### src/rtl/dlx_pkg.sv
`default_nettype none
// +----------------------------------------------------------------------+
// | Package     : dlx_pkg                                                |
// | Description : Shared types and constants for the DLX memory arbiter. |
// |               Word width, arbiter state encoding, error read data.   |
// | Revision    : 1.0 - initial release                                  |
// +----------------------------------------------------------------------+
package dlx_pkg;

  localparam int WORD_W = 32;

  typedef logic [WORD_W-1:0] word_t;

  // Read data returned to a requester whose access timed out.
  localparam word_t ERR_RDATA = 32'h0;

  typedef enum logic [1:0] {
    S_IDLE = 2'd0,
    S_BUSY = 2'd1,
    S_RESP = 2'd2
  } dlx_state_e;

  // Plain-vector state constants for FSM code that keeps state as logic.
  localparam logic [1:0] ST_IDLE = 2'd0;
  localparam logic [1:0] ST_BUSY = 2'd1;
  localparam logic [1:0] ST_RESP = 2'd2;

endpackage
`default_nettype wire

### src/rtl/dlx_arb_pick.sv
`default_nettype none
// +----------------------------------------------------------------------+
// | Module      : dlx_arb_pick                                           |
// | Description : Fetch/data priority decision with a bounded data       |
// |               streak so fetch cannot starve.                         |
// | Ports       : clock, reset      - clock, sync active-high reset      |
// |               if_req, dm_req    - pending requests                   |
// |               grant_en          - arbiter is able to grant now       |
// |               grant_if/grant_dm - one-hot grant (at most one high)   |
// | Revision    : 1.0 - initial release                                  |
// +----------------------------------------------------------------------+
module dlx_arb_pick
  import dlx_pkg::*;
#(
  parameter int MAX_DM_STREAK = 4
) (
  input  logic clock,
  input  logic reset,
  input  logic if_req,
  input  logic dm_req,
  input  logic grant_en,
  output logic grant_if,
  output logic grant_dm
);

  localparam int STREAK_W = (MAX_DM_STREAK < 1) ? 1 : $clog2(MAX_DM_STREAK + 1);
  localparam logic [STREAK_W-1:0] STREAK_MAX = STREAK_W'(MAX_DM_STREAK);

  logic [STREAK_W-1:0] dm_streak;
  logic                if_wins;

  // Fetch wins when it is alone, or when data has used up its streak.
  always_comb begin
    if_wins  = if_req & (~dm_req | (dm_streak == STREAK_MAX));
    grant_if = grant_en & if_wins;
    grant_dm = grant_en & dm_req & ~if_wins;
  end

  always_ff @(posedge clock) begin
    if (reset) begin
      dm_streak <= '0;
    end else if (grant_if) begin
      dm_streak <= '0;
    end else if (grant_dm && (dm_streak != STREAK_MAX)) begin
      dm_streak <= dm_streak + 1'b1;
    end
  end

endmodule
`default_nettype wire

### src/rtl/dlx_mem_arbiter.sv
`default_nettype none
// +----------------------------------------------------------------------+
// | Module      : dlx_mem_arbiter                                        |
// | Description : Shares one memory port between the DLX fetch stage     |
// |               and memory stage. IDLE -> BUSY -> RESP per access,     |
// |               with a BUSY timeout that aborts and sets sticky err.   |
// | Ports       : clock, reset            - clock, sync active-high rst  |
// |               if_req/if_addr          - fetch request                |
// |               if_rdata/if_done        - fetch response               |
// |               dm_req/dm_we/dm_addr/dm_wdata - data request           |
// |               dm_rdata/dm_done        - data response                |
// |               mem_req/we/addr/wdata   - registered memory port       |
// |               mem_rdata/mem_ready     - memory response              |
// |               stall                   - pipeline freeze (comb)       |
// |               err                     - sticky timeout flag          |
// | Revision    : 1.0 - initial release                                  |
// +----------------------------------------------------------------------+
module dlx_mem_arbiter
  import dlx_pkg::*;
#(
  parameter int MAX_DM_STREAK = 4,
  parameter int TIMEOUT_CYC   = 255   // must be >= 1
) (
  input  logic              clock,
  input  logic              reset,
  input  logic              if_req,
  input  logic [WORD_W-1:0] if_addr,
  output logic [WORD_W-1:0] if_rdata,
  output logic              if_done,
  input  logic              dm_req,
  input  logic              dm_we,
  input  logic [WORD_W-1:0] dm_addr,
  input  logic [WORD_W-1:0] dm_wdata,
  output logic [WORD_W-1:0] dm_rdata,
  output logic              dm_done,
  output logic              mem_req,
  output logic              mem_we,
  output logic [WORD_W-1:0] mem_addr,
  output logic [WORD_W-1:0] mem_wdata,
  input  logic [WORD_W-1:0] mem_rdata,
  input  logic              mem_ready,
  output logic              stall,
  output logic              err
);

  localparam int TO_W = (TIMEOUT_CYC < 2) ? 1 : $clog2(TIMEOUT_CYC);
  // Counter value in the last BUSY cycle allowed before the abort.
  localparam logic [TO_W-1:0] TO_LAST = TO_W'(TIMEOUT_CYC - 1);

  logic [1:0]        state;
  logic [TO_W-1:0]   busy_cnt;
  logic              owner_dm;     // current access belongs to the data side
  logic              grant_if;
  logic              grant_dm;
  logic              busy_end;
  logic [WORD_W-1:0] resp_data;

  dlx_arb_pick #(
    .MAX_DM_STREAK(MAX_DM_STREAK)
  ) u_pick (
    .clock   (clock),
    .reset   (reset),
    .if_req  (if_req),
    .dm_req  (dm_req),
    .grant_en(state == ST_IDLE),
    .grant_if(grant_if),
    .grant_dm(grant_dm)
  );

  // A ready in the final allowed cycle still counts as a normal completion.
  always_comb begin
    busy_end  = mem_ready | (busy_cnt == TO_LAST);
    resp_data = mem_ready ? mem_rdata : ERR_RDATA;
  end

  assign stall = (if_req & ~if_done) | (dm_req & ~dm_done);

  always_ff @(posedge clock) begin
    if (reset) begin
      state     <= ST_IDLE;
      busy_cnt  <= '0;
      owner_dm  <= 1'b0;
      mem_req   <= 1'b0;
      mem_we    <= 1'b0;
      mem_addr  <= '0;
      mem_wdata <= '0;
      if_rdata  <= '0;
      dm_rdata  <= '0;
      if_done   <= 1'b0;
      dm_done   <= 1'b0;
      err       <= 1'b0;
    end else begin
      case (state)
        ST_IDLE: begin
          busy_cnt <= '0;
          if (grant_dm) begin
            owner_dm  <= 1'b1;
            mem_req   <= 1'b1;
            mem_we    <= dm_we;
            mem_addr  <= dm_addr;
            mem_wdata <= dm_wdata;
            state     <= ST_BUSY;
          end else if (grant_if) begin
            owner_dm  <= 1'b0;
            mem_req   <= 1'b1;
            mem_we    <= 1'b0;
            mem_addr  <= if_addr;
            mem_wdata <= '0;
            state     <= ST_BUSY;
          end
        end
        ST_BUSY: begin
          if (busy_end) begin
            mem_req <= 1'b0;
            if (owner_dm) begin
              dm_rdata <= resp_data;
              dm_done  <= 1'b1;
            end else begin
              if_rdata <= resp_data;
              if_done  <= 1'b1;
            end
            if (!mem_ready) begin
              err <= 1'b1;
            end
            state <= ST_RESP;
          end else begin
            busy_cnt <= busy_cnt + 1'b1;
          end
        end
        ST_RESP: begin
          if_done <= 1'b0;
          dm_done <= 1'b0;
          state   <= ST_IDLE;
        end
        default: begin
          state <= ST_IDLE;
        end
      endcase
    end
  end

endmodule
`default_nettype wire
### config.mk
export PLATFORM = sky130hd
export DESIGN_NAME = dlx_mem_arbiter
export DESIGN_NICKNAME = d
export VERILOG_FILES = /design/src/rtl/dlx_pkg.sv /design/src/rtl/dlx_arb_pick.sv /design/src/rtl/dlx_mem_arbiter.sv
export SDC_FILE = /design/constraint.sdc
export NUM_CORES = 1
export LEC_CHECK = 0
export BUFFER_PORTS_ARGS = -buffer_cell sky130_fd_sc_hd__buf_2
export CORE_ASPECT_RATIO = 1.25
export CORE_MARGIN = 5
export CORE_UTILIZATION = 41
export CTS_CLUSTER_SIZE = 8
export DETAILED_ROUTE_END_ITERATION = 10
export PLACE_DENSITY = 0.76
export SLEW_MARGIN = 20
export SYNTH_ARGS = -nofsm -noshare
export SYNTH_HDL_FRONTEND = slang
export SYNTH_SLANG_ARGS = --single-unit
### constraint.sdc
create_clock -name clock -period 1.6 [get_ports clock]
set_input_delay 0.4 -clock clock [delete_from_list [all_inputs] [get_ports clock]]
set_output_delay 0.4 -clock clock [all_outputs]
set_load 0.02 [all_outputs]
==> qor_table.md <==
| Quantity | Reported |
| --- | --- |
| Final number of setup-violating endpoints | 0 |
| Global route total overflow | 0 |
| Fraction of layout cells with a size suffix above 1 | 0.4956 |
| Cell count of the worst reg-to-reg path | 8 |
| Max-slew headroom at the worst pin | 0.4874 |
| Total number of cells along the worst setup path | 8 |
| Detail Route met3 WL | 1697 microns |
| First-pass GRT wire length | 23840 microns |
| Final net count | 912 |
| Setup TNS | 0 ns |
| Number of maximum-capacitance violations | 0 |
| Net switching power | 2.715 mW |
| Fraction of power spent switching nets | 0.2793 |
| Maximum cell stage delay along the critical path | 0.34 ns |
| Critical path, cell by cell | inv_2 > ha_4 > nand2_4 > o211a_4 > buf_12 > clkbuf_16 > a22oi_1 > nor2_1 |
| Crit Path Max Fanout | 9 |
| Synth Net Count | 643 |
| Internal Pwr Total | 7.006 mW |
| Floorplan die area | 15590 sq um |
| Multiplexer share of the synthesized area | 0.06114 |
| HPWL after detailed placement | 10740 microns |
| I/O Pins | 268 |
| Yosys synthesis warning count | 0 |
| Pwr Density | 1202 nW/um^2 |
| Starting utilization of the core area | 0.4120 |
| Critical path class | reg2reg |
| Post-detailed-route via-to-cell ratio | 5.249 |
| Dominant delay contributor by cell family on the critical path | compound AO/OA/AOI/OAI gates |
| Mapped Area | 5403 sq um |
| Relative area change from synthesis to final layout | 49.63% |
| Die outline width | 112.7 microns |
| Number of stages on the worst hold path | 3 |
| Height of the chip | 138.3 microns |
| Average size of a mapped cell | 10.70 sq um |
| Final period util | 0.9847 |
| Routed vias | 5034 |
| Number of global-route vias before repair | 4811 |
| Register bit total from synthesis | 147 |
| Number of enable-type register cells in the synthesized netlist | 0 |
| Post-synthesis cell type count | 45 |
| Antenna violations before repair | 1 |
| Number of cells produced by synthesis | 505 |
| Final Slew Violations | 0 |
| Final standard cell utilization of the core | 0.6164 |
| Total routing usage reported by global routing | 0.1850 |
| Placement Rows | 47 |
| Simple-Gate Fraction of Synth Area | 0.08847 |
| Crit start category | register |
| Highest routed metal layer | met4 |
| Clock group share of total power | 0.415 |
| Floorplan core area | 13110 sq um |
| Final hold violation count | 0 |
| # H-tree levels | 4 |
| Required time at the endpoint of the critical path | 1.87 ns |
| Critical-path cell with the highest stage delay | o211a_4 |
| Nature of the critical path endpoint | register |
| Total clock buffers created by CTS | 17 |
| Data arrival time at the worst-slack endpoint | 1.85 ns |
| Part of the total power dissipated in combinational logic | 0.174 |
| DR WL met2 | 8072 microns |
| Xor and xnor fraction of the mapped netlist area | 0.004863 |
| Relative contribution of sequential cells to total power | 0.411 |
| Worst ir drop on vdd | 0.9075 mV |
| Maximum clock frequency | 634.7 MHz |
| Clock network latency to the later pin of the worst-skew pair | 0.41 ns |
| Reported leakage power | 3.688 nW |
| Remaining DRCs | 0 |
| Starting DRC count in detailed routing | 425 |
| Fraction of the yosys area taken by sequential cells | 0.5447 |
| WL/cell | 16.70 microns |
| Number of buffer cells added on primary ports | 267 |
| Setup repair after global routing missed its margin | yes |
| Sinks on Clock Net | 147 |
| Post-synthesis async set-or-reset flop share | 0 |
| Buffer type at the clock tree root | clkbuf_16 |
| Clock tree from TritonCTS | built |
| Most instantiated flip-flop cell in the synthesis netlist | dfxtp_1 |
| WL met1 | 6108 microns |
| Detailed-routing iteration count for the pre-antenna-repair pass | 5 |
| Fraction of the mapped netlist area in compound gates | 0.2425 |
| Status | finished clean |
| Maximum clock insertion buffer count | 2 |
| Wirelength, routed | 16020 microns |
| Buffering stage count on the worst path with inverters included | 3 |
| Tightest Pin Transition | 0.7673 ns |
| Pin count of the biggest net entering global routing | 71 |
| Main combinational cell family by area after synthesis | compound AO/OA/AOI/OAI gates |
| RD Place Congestion | 0.8112 |
| Min Tclk post-route | 1.576 ns |
| Kind of path behind the tightest hold check | in2reg |
| Setup skew after layout | 0.01319 ns |
| Residual antenna-violating net count after detailed routing | 0 |
| Post-synthesis share of cell area spent on full adders, half adders and majority gates | 0.009264 |
| Clk pin slew, worst setup/hold paths | 0.07 ns |
synthesized netlist by cell type (all sizes together), types with 2 or more instances:
cell,count,area share
o31ai,2,0.0028
a32o,64,0.12
mux2i,33,0.061
buf,27,0.031
clkbuf,21,0.015
nor2b,2,0.0023
nand2b,2,0.0023
nand4,3,0.0046
nor2,80,0.057
o21ai,5,0.0046
o211ai,2,0.0028
nand2,6,0.0042
or2,2,0.0023
ha,4,0.0093
xor2,2,0.0032
a211oi,34,0.047
or3,3,0.0035
a21oi,9,0.0097
inv,4,0.0028
or4,2,0.0028
dfxtp,147,0.54
a22oi,35,0.049
nand3,5,0.0046
area by class of cell:
type / count / area, sq um
Fill cell: 1089 / 5030
Sequential cell: 147 / 2947
Multi-Input combinational cell: 305 / 2472
Timing Repair Buffer: 298 / 1824
Clock buffer: 19 / 442.9
Tap cell: 171 / 214.0
Clock inverter: 13 / 162.7
Inverter: 5 / 18.77
Antenna cell: 1 / 2.502
path summary, 6_finish.rpt:
kind / endpoint / from / slack [ns]
worst min register to register: if_rdata[28] / if_rdata[28] / 0.46
worst max register to register: mem_wdata[26] / u_pick.dm_streak[0] / 0.02
worst min-delay path: mem_wdata[3] / dm_wdata[3] / 0.23
worst max-delay path: mem_wdata[26] / u_pick.dm_streak[0] / 0.02
cells in the final DEF, fill, tap and decap left out, types with 2 or more instances in the layout:
| master | count |
|---|---|
| or3_1 | 3 |
| buf_4 | 12 |
| o21ai_0 | 3 |
| o211ai_1 | 2 |
| bufinv_16 | 2 |
| clkbuf_16 | 22 |
| inv_6 | 4 |
| buf_2 | 266 |
| clkinv_4 | 3 |
| mux2i_4 | 2 |
| inv_2 | 4 |
| nand2_1 | 5 |
| nand4_1 | 2 |
| xor2_1 | 2 |
| mux2i_1 | 27 |
| nand2b_1 | 2 |
| a21oi_2 | 2 |
| a211oi_2 | 7 |
| a32o_1 | 64 |
| a21oi_1 | 6 |
| inv_8 | 3 |
| dfxtp_2 | 3 |
| ha_1 | 2 |
| a22oi_1 | 14 |
| o31ai_1 | 2 |
| nor2_1 | 78 |
| dfxtp_1 | 144 |
| a211oi_1 | 27 |
| nand3_1 | 4 |
| mux2i_2 | 4 |
| buf_12 | 12 |
| buf_6 | 2 |
| a22oi_2 | 21 |
| o21ai_2 | 2 |
flip-flops by register name (all words and copies together) (netlist names):
name / flops
dm_rdata: 32
if_rdata: 32
mem_addr: 32
mem_wdata: 32
busy_cnt: 8
u_pick.dm_streak: 3
state: 2
dm_done: 1
err: 1
if_done: 1
mem_req: 1
mem_we: 1
owner_dm: 1
what timing repair did:
action,in CTS,in global routing
buffers inserted,0,3
hold buffers,0,0
resized for setup,0,58
endpoints found under the setup margin,0,91
power groups by stage:
stage / Clock (mW) / Combinational, mW / Sequential, mW
floorplan: 0 / 0.636 / 4.31
global placement: 0 / 1.46 / 4.06
detailed placement: 0 / 1.48 / 4.07
CTS: 4.13 / 1.48 / 3.99
global route: 4.31 / 1.82 / 4.02
finish: 4.03 / 1.69 / 4.00
layer usage:
metal	track usage	vias to the layer above
li1	-	2455
met1	0.2141	2326
met2	0.3146	241
met3	0.06774	12
met4	0.06139	0
met5	0	-
tightest hold or removal path, delay by kind of cell:
family,cells,cell delay (ns)
buf+inv,1,0.07
simple gates,1,0.07
compound gates,1,0.05
through the flow:
stage / power [mW] / hold slack (ns) / cell area (sq um) / std cells / worst slack [ns]
floorplan: 4.949 / 0.4510 / 5403 / 505 / 0.02315
global placement: 5.521 / 0.4430 / 7022 / 916 / -0.05519
detailed placement: 5.542 / 0.4503 / 7022 / 916 / -0.08218
CTS: 9.598 / 0.2104 / 7627 / 948 / 0.0005813
global route: 10.15 / 0.2154 / 8084 / 959 / -0.03997
finish: 9.720 / 0.2257 / 8084 / 959 / 0.02448
logic make-up (layout without fill, tap and decap cells):
family	after synthesis	count (layout)
buffers and inverters	53	335
adder cells (fa/ha/maj)	4	4
other	0	1
XOR/XNOR	3	3
AO/OA/AOI/OAI	156	156
flip-flops	147	147
multiplexers	33	33
AND/OR/NAND/NOR	109	109
Power figures use the tool's default switching activity.
